`config.mk`:
```
export PLATFORM = sky130hd
export DESIGN_NAME = multicycle_control_flat
export DESIGN_NICKNAME = d
export VERILOG_FILES = /design/src/rtl/multicycle_control_pkg.sv /design/src/rtl/multicycle_control_if.sv /design/src/rtl/multicycle_control.sv /design/src/flat_wrapper.sv
export SDC_FILE = /design/constraint.sdc
export NUM_CORES = 1
export LEC_CHECK = 0
export CAP_MARGIN = 0
export CORE_MARGIN = 8
export CORE_UTILIZATION = 35
export DETAILED_ROUTE_END_ITERATION = 8
export PLACE_DENSITY = 0.77
export SYNTH_ARGS = -nofsm -noshare
export SYNTH_HDL_FRONTEND = slang
export SYNTH_SLANG_ARGS = --single-unit
```
`constraint.sdc`:
```
create_clock -name clk -period 1.2 [get_ports clk]
set_clock_uncertainty 0.05 [all_clocks]
set_input_delay 0.18 -clock clk [delete_from_list [all_inputs] [get_ports clk]]
set_output_delay 0.18 -clock clk [all_outputs]
set_load 0.02 [all_outputs]
```
`src/rtl/multicycle_control_pkg.sv`:
```
`default_nettype none
// ============================================================================
// Module      : multicycle_control_pkg
// Description : Shared definitions for the multicycle MIPS main control FSM:
//               state encodings, opcodes, ALUOp codes, ALU B-operand and
//               PC-source select codes, and the packed control-word type.
// Revision    : 1.0 - initial release
// ============================================================================
package multicycle_control_pkg;

    // Main control states (4-bit encoding; 12-15 are unused)
    typedef enum logic [3:0] {
        S_FETCH     = 4'd0,
        S_DECODE    = 4'd1,
        S_MEM_ADDR  = 4'd2,
        S_MEM_READ  = 4'd3,
        S_MEM_WB    = 4'd4,
        S_MEM_WRITE = 4'd5,
        S_EXECUTE   = 4'd6,
        S_ALU_WB    = 4'd7,
        S_BRANCH    = 4'd8,
        S_JUMP      = 4'd9,
        S_ADDI_EXEC = 4'd10,
        S_ADDI_WB   = 4'd11
    } state_t;

    // Instruction opcodes (instruction[31:26])
    localparam logic [5:0] OP_RTYPE = 6'b000000;
    localparam logic [5:0] OP_LW    = 6'b100011;
    localparam logic [5:0] OP_SW    = 6'b101011;
    localparam logic [5:0] OP_BEQ   = 6'b000100;
    localparam logic [5:0] OP_J     = 6'b000010;
    localparam logic [5:0] OP_ADDI  = 6'b001000;

    // ALUOp codes seen by the ALU control decoder
    localparam logic [1:0] ALUOP_ADD   = 2'b00;
    localparam logic [1:0] ALUOP_SUB   = 2'b01;
    localparam logic [1:0] ALUOP_FUNCT = 2'b10;

    // ALU B-operand select
    localparam logic [1:0] SRCB_B      = 2'b00;
    localparam logic [1:0] SRCB_FOUR   = 2'b01;
    localparam logic [1:0] SRCB_IMM    = 2'b10;
    localparam logic [1:0] SRCB_IMM_SH = 2'b11;

    // PC source select
    localparam logic [1:0] PCSRC_ALU    = 2'b00;
    localparam logic [1:0] PCSRC_ALUOUT = 2'b01;
    localparam logic [1:0] PCSRC_JUMP   = 2'b10;

    // Full set of control outputs, gathered so reset can clear them at once
    typedef struct packed {
        logic       pc_write;
        logic       pc_write_cond;
        logic       iord;
        logic       mem_read;
        logic       mem_write;
        logic       ir_write;
        logic       mem_to_reg;
        logic       reg_dst;
        logic       reg_write;
        logic       alu_src_a;
        logic [1:0] alu_src_b;
        logic [1:0] alu_op;
        logic [1:0] pc_source;
        logic       illegal_op;
    } ctl_t;

endpackage
`default_nettype wire

```
`src/rtl/multicycle_control_if.sv`:
```
`default_nettype none
// ============================================================================
// Module      : multicycle_control_if
// Description : Bundle between the main control FSM and the datapath.
//               master = controller (drives control lines, state_dbg)
//               slave  = datapath   (drives opcode, mem_ready)
// Ports       : opcode[5:0], mem_ready, PC/memory/regfile/ALU controls,
//               illegal_op, state_dbg[STATE_W-1:0]
// Revision    : 1.0 - initial release
// ============================================================================
interface multicycle_control_if #(
    parameter int STATE_W = 4
);
    logic [5:0]         opcode;
    logic               mem_ready;
    logic               PCWrite;
    logic               PCWriteCond;
    logic               IorD;
    logic               MemRead;
    logic               MemWrite;
    logic               IRWrite;
    logic               MemtoReg;
    logic               RegDst;
    logic               RegWrite;
    logic               ALUSrcA;
    logic [1:0]         ALUSrcB;
    logic [1:0]         ALUOp;
    logic [1:0]         PCSource;
    logic               illegal_op;
    logic [STATE_W-1:0] state_dbg;

    modport master (
        input  opcode, mem_ready,
        output PCWrite, PCWriteCond, IorD, MemRead, MemWrite, IRWrite,
               MemtoReg, RegDst, RegWrite, ALUSrcA, ALUSrcB, ALUOp,
               PCSource, illegal_op, state_dbg
    );

    modport slave (
        output opcode, mem_ready,
        input  PCWrite, PCWriteCond, IorD, MemRead, MemWrite, IRWrite,
               MemtoReg, RegDst, RegWrite, ALUSrcA, ALUSrcB, ALUOp,
               PCSource, illegal_op, state_dbg
    );
endinterface
`default_nettype wire

```
`src/rtl/multicycle_control.sv`:
```
`default_nettype none
// ============================================================================
// Module      : multicycle_control
// Description : Moore-style main control FSM for the multicycle MIPS
//               datapath. Sequences fetch/decode/execute/memory/writeback
//               and stalls on mem_ready in FETCH, MEM_READ and MEM_WRITE.
// Ports       : clk        - system clock, rising edge
//               reset      - synchronous, active-high
//               bus        - multicycle_control_if.master (opcode, mem_ready
//                            in; all control lines and state_dbg out)
// Revision    : 1.0 - initial release
// ============================================================================
module multicycle_control
    import multicycle_control_pkg::*;
#(
    parameter int STATE_W = 4
) (
    input  wire logic              clk,
    input  wire logic              reset,
    multicycle_control_if.master   bus
);

    state_t     r_state;
    state_t     w_next;
    ctl_t       w_ctl;
    ctl_t       w_out;
    logic [3:0] w_state_bits;

    always_ff @(posedge clk) begin
        if (reset) begin
            r_state <= S_FETCH;
        end else begin
            r_state <= w_next;
        end
    end

    always_comb begin
        w_next = S_FETCH;
        w_ctl  = '0;
        case (r_state)
            S_FETCH: begin
                w_ctl.mem_read  = 1'b1;
                w_ctl.alu_src_b = SRCB_FOUR;
                w_ctl.alu_op    = ALUOP_ADD;
                w_ctl.pc_source = PCSRC_ALU;
                // IR and PC only load once the instruction word is valid
                w_ctl.ir_write  = bus.mem_ready;
                w_ctl.pc_write  = bus.mem_ready;
                w_next          = bus.mem_ready ? S_DECODE : S_FETCH;
            end
            S_DECODE: begin
                // ALUOut <= PC+4 + (imm<<2): branch target ready for BRANCH
                w_ctl.alu_src_b = SRCB_IMM_SH;
                w_ctl.alu_op    = ALUOP_ADD;
                case (bus.opcode)
                    OP_RTYPE:     w_next = S_EXECUTE;
                    OP_LW, OP_SW: w_next = S_MEM_ADDR;
                    OP_BEQ:       w_next = S_BRANCH;
                    OP_J:         w_next = S_JUMP;
                    OP_ADDI:      w_next = S_ADDI_EXEC;
                    default: begin
                        w_ctl.illegal_op = 1'b1;
                        w_next           = S_FETCH;
                    end
                endcase
            end
            S_MEM_ADDR: begin
                w_ctl.alu_src_a = 1'b1;
                w_ctl.alu_src_b = SRCB_IMM;
                w_ctl.alu_op    = ALUOP_ADD;
                // Only lw/sw reach here; the IR holds the opcode steady
                w_next          = (bus.opcode == OP_SW) ? S_MEM_WRITE : S_MEM_READ;
            end
            S_MEM_READ: begin
                w_ctl.mem_read = 1'b1;
                w_ctl.iord     = 1'b1;
                w_next         = bus.mem_ready ? S_MEM_WB : S_MEM_READ;
            end
            S_MEM_WB: begin
                w_ctl.reg_write  = 1'b1;
                w_ctl.mem_to_reg = 1'b1;
                w_next           = S_FETCH;
            end
            S_MEM_WRITE: begin
                w_ctl.mem_write = 1'b1;
                w_ctl.iord      = 1'b1;
                w_next          = bus.mem_ready ? S_FETCH : S_MEM_WRITE;
            end
            S_EXECUTE: begin
                w_ctl.alu_src_a = 1'b1;
                w_ctl.alu_src_b = SRCB_B;
                w_ctl.alu_op    = ALUOP_FUNCT;
                w_next          = S_ALU_WB;
            end
            S_ALU_WB: begin
                w_ctl.reg_write = 1'b1;
                w_ctl.reg_dst   = 1'b1;
                w_next          = S_FETCH;
            end
            S_BRANCH: begin
                w_ctl.alu_src_a     = 1'b1;
                w_ctl.alu_src_b     = SRCB_B;
                w_ctl.alu_op        = ALUOP_SUB;
                w_ctl.pc_write_cond = 1'b1;
                w_ctl.pc_source     = PCSRC_ALUOUT;
                w_next              = S_FETCH;
            end
            S_JUMP: begin
                w_ctl.pc_write  = 1'b1;
                w_ctl.pc_source = PCSRC_JUMP;
                w_next          = S_FETCH;
            end
            S_ADDI_EXEC: begin
                w_ctl.alu_src_a = 1'b1;
                w_ctl.alu_src_b = SRCB_IMM;
                w_ctl.alu_op    = ALUOP_ADD;
                w_next          = S_ADDI_WB;
            end
            S_ADDI_WB: begin
                w_ctl.reg_write = 1'b1;
                w_next          = S_FETCH;
            end
            default: begin
                w_next = S_FETCH;
            end
        endcase
    end

    // Reset blanks every output combinationally, including state_dbg
    always_comb begin
        w_out        = reset ? '0 : w_ctl;
        w_state_bits = reset ? 4'd0 : r_state;
    end

    assign bus.PCWrite     = w_out.pc_write;
    assign bus.PCWriteCond = w_out.pc_write_cond;
    assign bus.IorD        = w_out.iord;
    assign bus.MemRead     = w_out.mem_read;
    assign bus.MemWrite    = w_out.mem_write;
    assign bus.IRWrite     = w_out.ir_write;
    assign bus.MemtoReg    = w_out.mem_to_reg;
    assign bus.RegDst      = w_out.reg_dst;
    assign bus.RegWrite    = w_out.reg_write;
    assign bus.ALUSrcA     = w_out.alu_src_a;
    assign bus.ALUSrcB     = w_out.alu_src_b;
    assign bus.ALUOp       = w_out.alu_op;
    assign bus.PCSource    = w_out.pc_source;
    assign bus.illegal_op  = w_out.illegal_op;
    assign bus.state_dbg   = STATE_W'(w_state_bits);

endmodule
`default_nettype wire

```
`src/flat_wrapper.sv`:
```
// flat-port wrapper written by rule: the top's interface ports become plain ports
module multicycle_control_flat import multicycle_control_pkg::*;
#(
    parameter int STATE_W = 4
)
  (clk, reset, bus_opcode, bus_mem_ready, bus_PCWrite, bus_PCWriteCond, bus_IorD, bus_MemRead, bus_MemWrite, bus_IRWrite, bus_MemtoReg, bus_RegDst, bus_RegWrite, bus_ALUSrcA, bus_ALUSrcB, bus_ALUOp, bus_PCSource, bus_illegal_op, bus_state_dbg);
  multicycle_control_if #(.STATE_W(STATE_W)) bus_i ();
  input  wire logic clk;
  input  wire logic reset;
  input wire logic [$bits(bus_i.opcode)-1:0] bus_opcode;
  input wire logic [$bits(bus_i.mem_ready)-1:0] bus_mem_ready;
  output wire logic [$bits(bus_i.PCWrite)-1:0] bus_PCWrite;
  output wire logic [$bits(bus_i.PCWriteCond)-1:0] bus_PCWriteCond;
  output wire logic [$bits(bus_i.IorD)-1:0] bus_IorD;
  output wire logic [$bits(bus_i.MemRead)-1:0] bus_MemRead;
  output wire logic [$bits(bus_i.MemWrite)-1:0] bus_MemWrite;
  output wire logic [$bits(bus_i.IRWrite)-1:0] bus_IRWrite;
  output wire logic [$bits(bus_i.MemtoReg)-1:0] bus_MemtoReg;
  output wire logic [$bits(bus_i.RegDst)-1:0] bus_RegDst;
  output wire logic [$bits(bus_i.RegWrite)-1:0] bus_RegWrite;
  output wire logic [$bits(bus_i.ALUSrcA)-1:0] bus_ALUSrcA;
  output wire logic [$bits(bus_i.ALUSrcB)-1:0] bus_ALUSrcB;
  output wire logic [$bits(bus_i.ALUOp)-1:0] bus_ALUOp;
  output wire logic [$bits(bus_i.PCSource)-1:0] bus_PCSource;
  output wire logic [$bits(bus_i.illegal_op)-1:0] bus_illegal_op;
  output wire logic [$bits(bus_i.state_dbg)-1:0] bus_state_dbg;
  assign bus_i.opcode = bus_opcode;
  assign bus_i.mem_ready = bus_mem_ready;
  assign bus_PCWrite = bus_i.PCWrite;
  assign bus_PCWriteCond = bus_i.PCWriteCond;
  assign bus_IorD = bus_i.IorD;
  assign bus_MemRead = bus_i.MemRead;
  assign bus_MemWrite = bus_i.MemWrite;
  assign bus_IRWrite = bus_i.IRWrite;
  assign bus_MemtoReg = bus_i.MemtoReg;
  assign bus_RegDst = bus_i.RegDst;
  assign bus_RegWrite = bus_i.RegWrite;
  assign bus_ALUSrcA = bus_i.ALUSrcA;
  assign bus_ALUSrcB = bus_i.ALUSrcB;
  assign bus_ALUOp = bus_i.ALUOp;
  assign bus_PCSource = bus_i.PCSource;
  assign bus_illegal_op = bus_i.illegal_op;
  assign bus_state_dbg = bus_i.state_dbg;
  multicycle_control #(.STATE_W(STATE_W)) u_core (.clk(clk), .reset(reset), .bus(bus_i));
endmodule
```
==> results.toml, run 1 <==
[global_routing]
grt_max_degree = 16

[placement]
portBuffers = 29
place_area_um2 = 1310
place_congestion = 0.844
dp.cells = 166
dp_hpwl_um = 2010

[clock_network]
htreeDepth = 1
cts_hold_buf = 0
clockBufferDepth = 2
cts.sinks = 4
clock_tree.root_cell = "clkbuf_4"
cts_buffers = 3

[outcome]
stop_stage = "global routing (5_1_grt)"
status = "did not finish"
stop_error = "[ERROR DPL-0038] Utilization greater than 100%, impossible to legalize"

[synth]
synth_top_area_share = 0.136
yosys_most_used_dff = "dfxtp_1"
ys_warn_count = 0
synthTopCellsByArea = "dfxtp_1 14%, nor4_1 9.6%, a21oi_1 7.7%"
synth-seq-cells = 4
yosys.area.top_type = "dfxtp_1"
yosysSeqAreaShare = 0.136
syn-cell-area_um2 = 588
syn_avg_cell_area_um2 = 6.39
synth_edf_count = 0
synthesis.nets = 101
ys_types = 30
synth-async-reset-ratio = 0
synth_top_cells_by_count = "9 x a21oi_1, 9 x nand2_1, 9 x nor2_1, 9 x nor4_1, 6 x nand2b_1"
synthCells = 92

[floorplanning]
io_pins = 30
row_count = 15
start_util = 0.356
die_w_um = 57.0
chipHeight_um = 57.0

[sta]
worstEndpointGrtRepair = "bus_illegal_op"
worst_path_end_type = "primary output"
logic make-up after synthesis:
| kind of cell | share of synthesized area |
|---|---|
| flip-flops | 0.136 |
| AO/OA/AOI/OAI | 0.249 |
| AND/OR/NAND/NOR | 0.470 |
| XOR/XNOR | 0.0447 |
| buffers and inverters | 0.100 |
metrics by stage:
step                setup slack, ns  setup TNS (ns)
CTS                          -0.363           -5.88
detailed placement           -0.967          -17.46
global placement             -0.925          -16.92
floorplan                    -0.186           -1.23
what timing repair did:
| action | CTS |
|---|---|
| setup endpoints to repair | 25 |
| pin swaps | 12 |
| gates resized for setup | 168 |
| setup buffers | 5 |
==> inputs of run 2 (changes only) <==
--- a/config.mk
+++ b/config.mk
@@ -6,10 +6,10 @@
 export NUM_CORES = 1
 export LEC_CHECK = 0
 export CAP_MARGIN = 0
-export CORE_MARGIN = 8
-export CORE_UTILIZATION = 35
+export CORE_AREA = 8 8 69 71
 export DETAILED_ROUTE_END_ITERATION = 8
-export PLACE_DENSITY = 0.77
+export DIE_AREA = 0 0 77 79
+export PLACE_DENSITY_LB_ADDON = 0.15
 export SYNTH_ARGS = -nofsm -noshare
 export SYNTH_HDL_FRONTEND = slang
 export SYNTH_SLANG_ARGS = --single-unit
==> constraint.sdc (replaced) <==
create_clock -name clk -period 1.56 [get_ports clk]
set_clock_uncertainty 0.05 [all_clocks]
set_input_delay 0.234 -clock clk [delete_from_list [all_inputs] [get_ports clk]]
set_output_delay 0.234 -clock clk [all_outputs]
set_load 0.02 [all_outputs]
==> run 2 against run 1 <==
  * Area after synthesis did not move
  * Synthesized cell count did not move
  * The flow now finishes, with violations (setup timing)
==> results.toml, run 2 <==
[synth]
synthCells = 92
yosys.area.top_type = "dfxtp_1"
synth_top_cells_by_count = "9 x a21oi_1, 9 x nand2_1, 9 x nor2_1, 9 x nor4_1, 6 x nand2b_1"
synth_top_area_share = 0.136
syn_avg_cell_area_um2 = 6.39
synthTopCellsByArea = "dfxtp_1 14%, nor4_1 9.6%, a21oi_1 7.7%"
synth_edf_count = 0
ys_types = 30
syn-cell-area_um2 = 588
ys_warn_count = 0
yosys_most_used_dff = "dfxtp_1"
yosysSeqAreaShare = 0.136
synthesis.nets = 101
synth-seq-cells = 4
synth-async-reset-ratio = 0

[critical_path]
r2r_start = "u_core.r_state[2]"
arrival_ns = 1.31
r2r_cells = 5
critPathMaxFanout = 7
critPathLaunchType = "flip-flop"
cp-end-kind = "primary output"
reg2reg_slack_ns = 0.11
cp.required_ns = 1.28
r2r_end = "u_core.r_state[2]"
criticalPathCategory = "reg -> out"

[hold_path]
hp-class = "in -> reg"
worstHoldEndpoint = "u_core.r_state[0]"
hp-start = "bus_opcode[1]"
hold_depth = 4

[floorplanning]
core-area_um2 = 3800
start_util = 0.155
die_w_um = 77
chipHeight_um = 79
die_area_um2 = 6080
io_pins = 30
row_count = 23

[sta]
min_period_ns = 1.59
whs_ns = 0.478
rsz0062_at_grt = "true"
drv_slew = 0
timing.final.crit_share = 1.02
layout_setup_ws_ns = -0.0307
slew_headroom = 0.784
max_freq_mhz = 629
worst_pin_slew_ns = 0.323
hold_viol_final = 0
finalSetupViolations = 5

[routing]
finalWirelength_um = 2670
wl_per_cell_um = 13.0
viasPerCell = 4.53
vias = 929
drc = 0
first_iter_violations = 52
dr.pass1.iters = 4
drtAntennaViolNets = 0

[clock_network]
cts_hold_buf = 0
cts.clk_slew.worst_paths_ns = 0.03
cts.sinks = 4
htreeDepth = 1
clk_latency_ns = 0.21
clockBufferDepth = 2
clock_tree.root_cell = "clkbuf_8"
cts_buffers = 3
cts_tree = "yes"

[placement]
portBuffers = 29
place_congestion = 0.742
dp_hpwl_um = 2150
place_area_um2 = 1210

[power]
pwr-share-comb = 0.450
clockPowerShare = 0.358
peakVddDrop_mv = 0.130
power_density_nw_per_um2 = 433
p_int_w = 0.000399
seq_power_share = 0.193
leakagePower_nw = 0.575
switching_share = 0.320
finalPower_w = 0.000587
netSwitchingPower_w = 0.000188

[layout]
nets = 166
reg_top3 = "u_core.r_state (4)"
diodes = 0
regArea_um2 = 92.6
syn_to_final_growth_pct = 131
largest-register = "u_core.r_state"
final_common_cell = "buf_4"
design_area_um2 = 1360
n_fill_cell = 428
drive_above_1_share = 0.581
multiInputGateArea_um2 = 604
largest_reg_flops = 4
layout_common_cells = "50 x buf_4, 9 x nand2_1, 8 x a21oi_1, 8 x dlygate4sd2_1"

[global_routing]
grt_use_total = 0.0901
grt_overflow = 0
grt_first_pass_wirelength_um = 4730
grt_max_degree = 16
grt_pass1_vias = 1011
antenna_found_initial = 0

[job]
maxCapViolations = 0

[outcome]
status = "finished, violations left"
violations = "setup timing"
-- run 2: worst max path at each step --
stage                      start        endpoint  slack [ns]  cells after the start
6_report       u_core.r_state[3]     bus_ALUSrcA       -0.03                      3
5_1_grt        u_core.r_state[0]    bus_RegWrite       -0.09                      4
4_1_cts        u_core.r_state[0]  bus_illegal_op       -0.05                      4
3_5_place_dp       bus_opcode[1]  bus_illegal_op       -0.70                      5
3_3_place_gp       bus_opcode[1]  bus_illegal_op       -0.69                      4
2_1_floorplan  u_core.r_state[0]  bus_illegal_op       -0.18                      3
-- run 2: timing repair --
action / 4_1_cts / 5_1_grt
endpoints found under the setup margin: 23 / 20
pin swaps: 4 / 5
endpoints found under the hold margin: 0 / 0
cloned: 0 / 0
resized for setup: 124 / 23
buffers inserted: 3 / 2
-- run 2: cell type report --
type / count / area share
sequential: 4 / 0.0683
multi-input combinational: 77 / 0.446
tap: 50 / 0.0461
timing repair buffer: 69 / 0.404
inverter: 2 / 0.00554
clock buffer: 3 / 0.0304
-- run 2: per-layer routing --
layer | share of wire | GRT usage | vias up | routed length (um)
met2 | 0.50 | 0.159 | 27 | 1320
met1 | 0.44 | 0.108 | 429 | 1180
met3 | 0.049 | 0.0169 | 4 | 130
met4 | 0.012 | 0.0283 | 0 | 32
li1 | - | - | 469 | -
met5 | 0 | 0 | - | 0
-- run 2: critical path, stage by stage (launching register included) --
cell       delay (ns)
dfxtp_4          0.36
buf_6            0.14
a2111oi_4        0.39
buf_4            0.21
-- run 2: stage by stage --
step	utilization	worst slack, ns	instances	setup TNS, ns
global placement	0.319	-0.689	197	-10.21
floorplan	-	-0.185	92	-0.291
CTS	0.336	-0.0500	203	-0.159
detailed placement	0.319	-0.705	197	-10.73
finish	0.357	-0.0307	205	-0.0655
global route	0.357	-0.0856	205	-0.647
-- run 2: power groups by stage --
stage,Combinational (W),Clock (W),Sequential (W)
2_1_floorplan,0.000117,0,0.000110
3_3_place_gp,0.000244,0,0.000115
3_5_place_dp,0.000247,0,0.000114
4_1_cts,0.000251,0.000218,0.000113
5_1_grt,0.000287,0.000230,0.000114
6_report,0.000264,0.000210,0.000113
-- run 2: logic make-up (layout without fill, tap and decap cells) --
kind of cell              count (synthesis)  in the layout  share of synthesized area
AOI/OAI and AO/OA                        22             22                      0.249
xor gates and xnor gates                  3              3                     0.0447
buffers and inverters                    11             74                      0.100
DFF                                       4              4                      0.136
and+or+nand+nor                          52             52                      0.470
Power figures use the tool's default switching activity.
==> inputs of run 3 (changes only) <==
--- a/config.mk
+++ b/config.mk
@@ -5,10 +5,11 @@
 export SDC_FILE = /design/constraint.sdc
 export NUM_CORES = 1
 export LEC_CHECK = 0
-export CAP_MARGIN = 0
+export CAP_MARGIN = 20
 export CORE_AREA = 8 8 69 71
 export DETAILED_ROUTE_END_ITERATION = 8
 export DIE_AREA = 0 0 77 79
+export HOLD_SLACK_MARGIN = 0.08
 export PLACE_DENSITY_LB_ADDON = 0.15
 export SYNTH_ARGS = -nofsm -noshare
 export SYNTH_HDL_FRONTEND = slang
==> results of run 3 <==
Same layout as run 2: the final DEF is identical, and so are final timing and power.
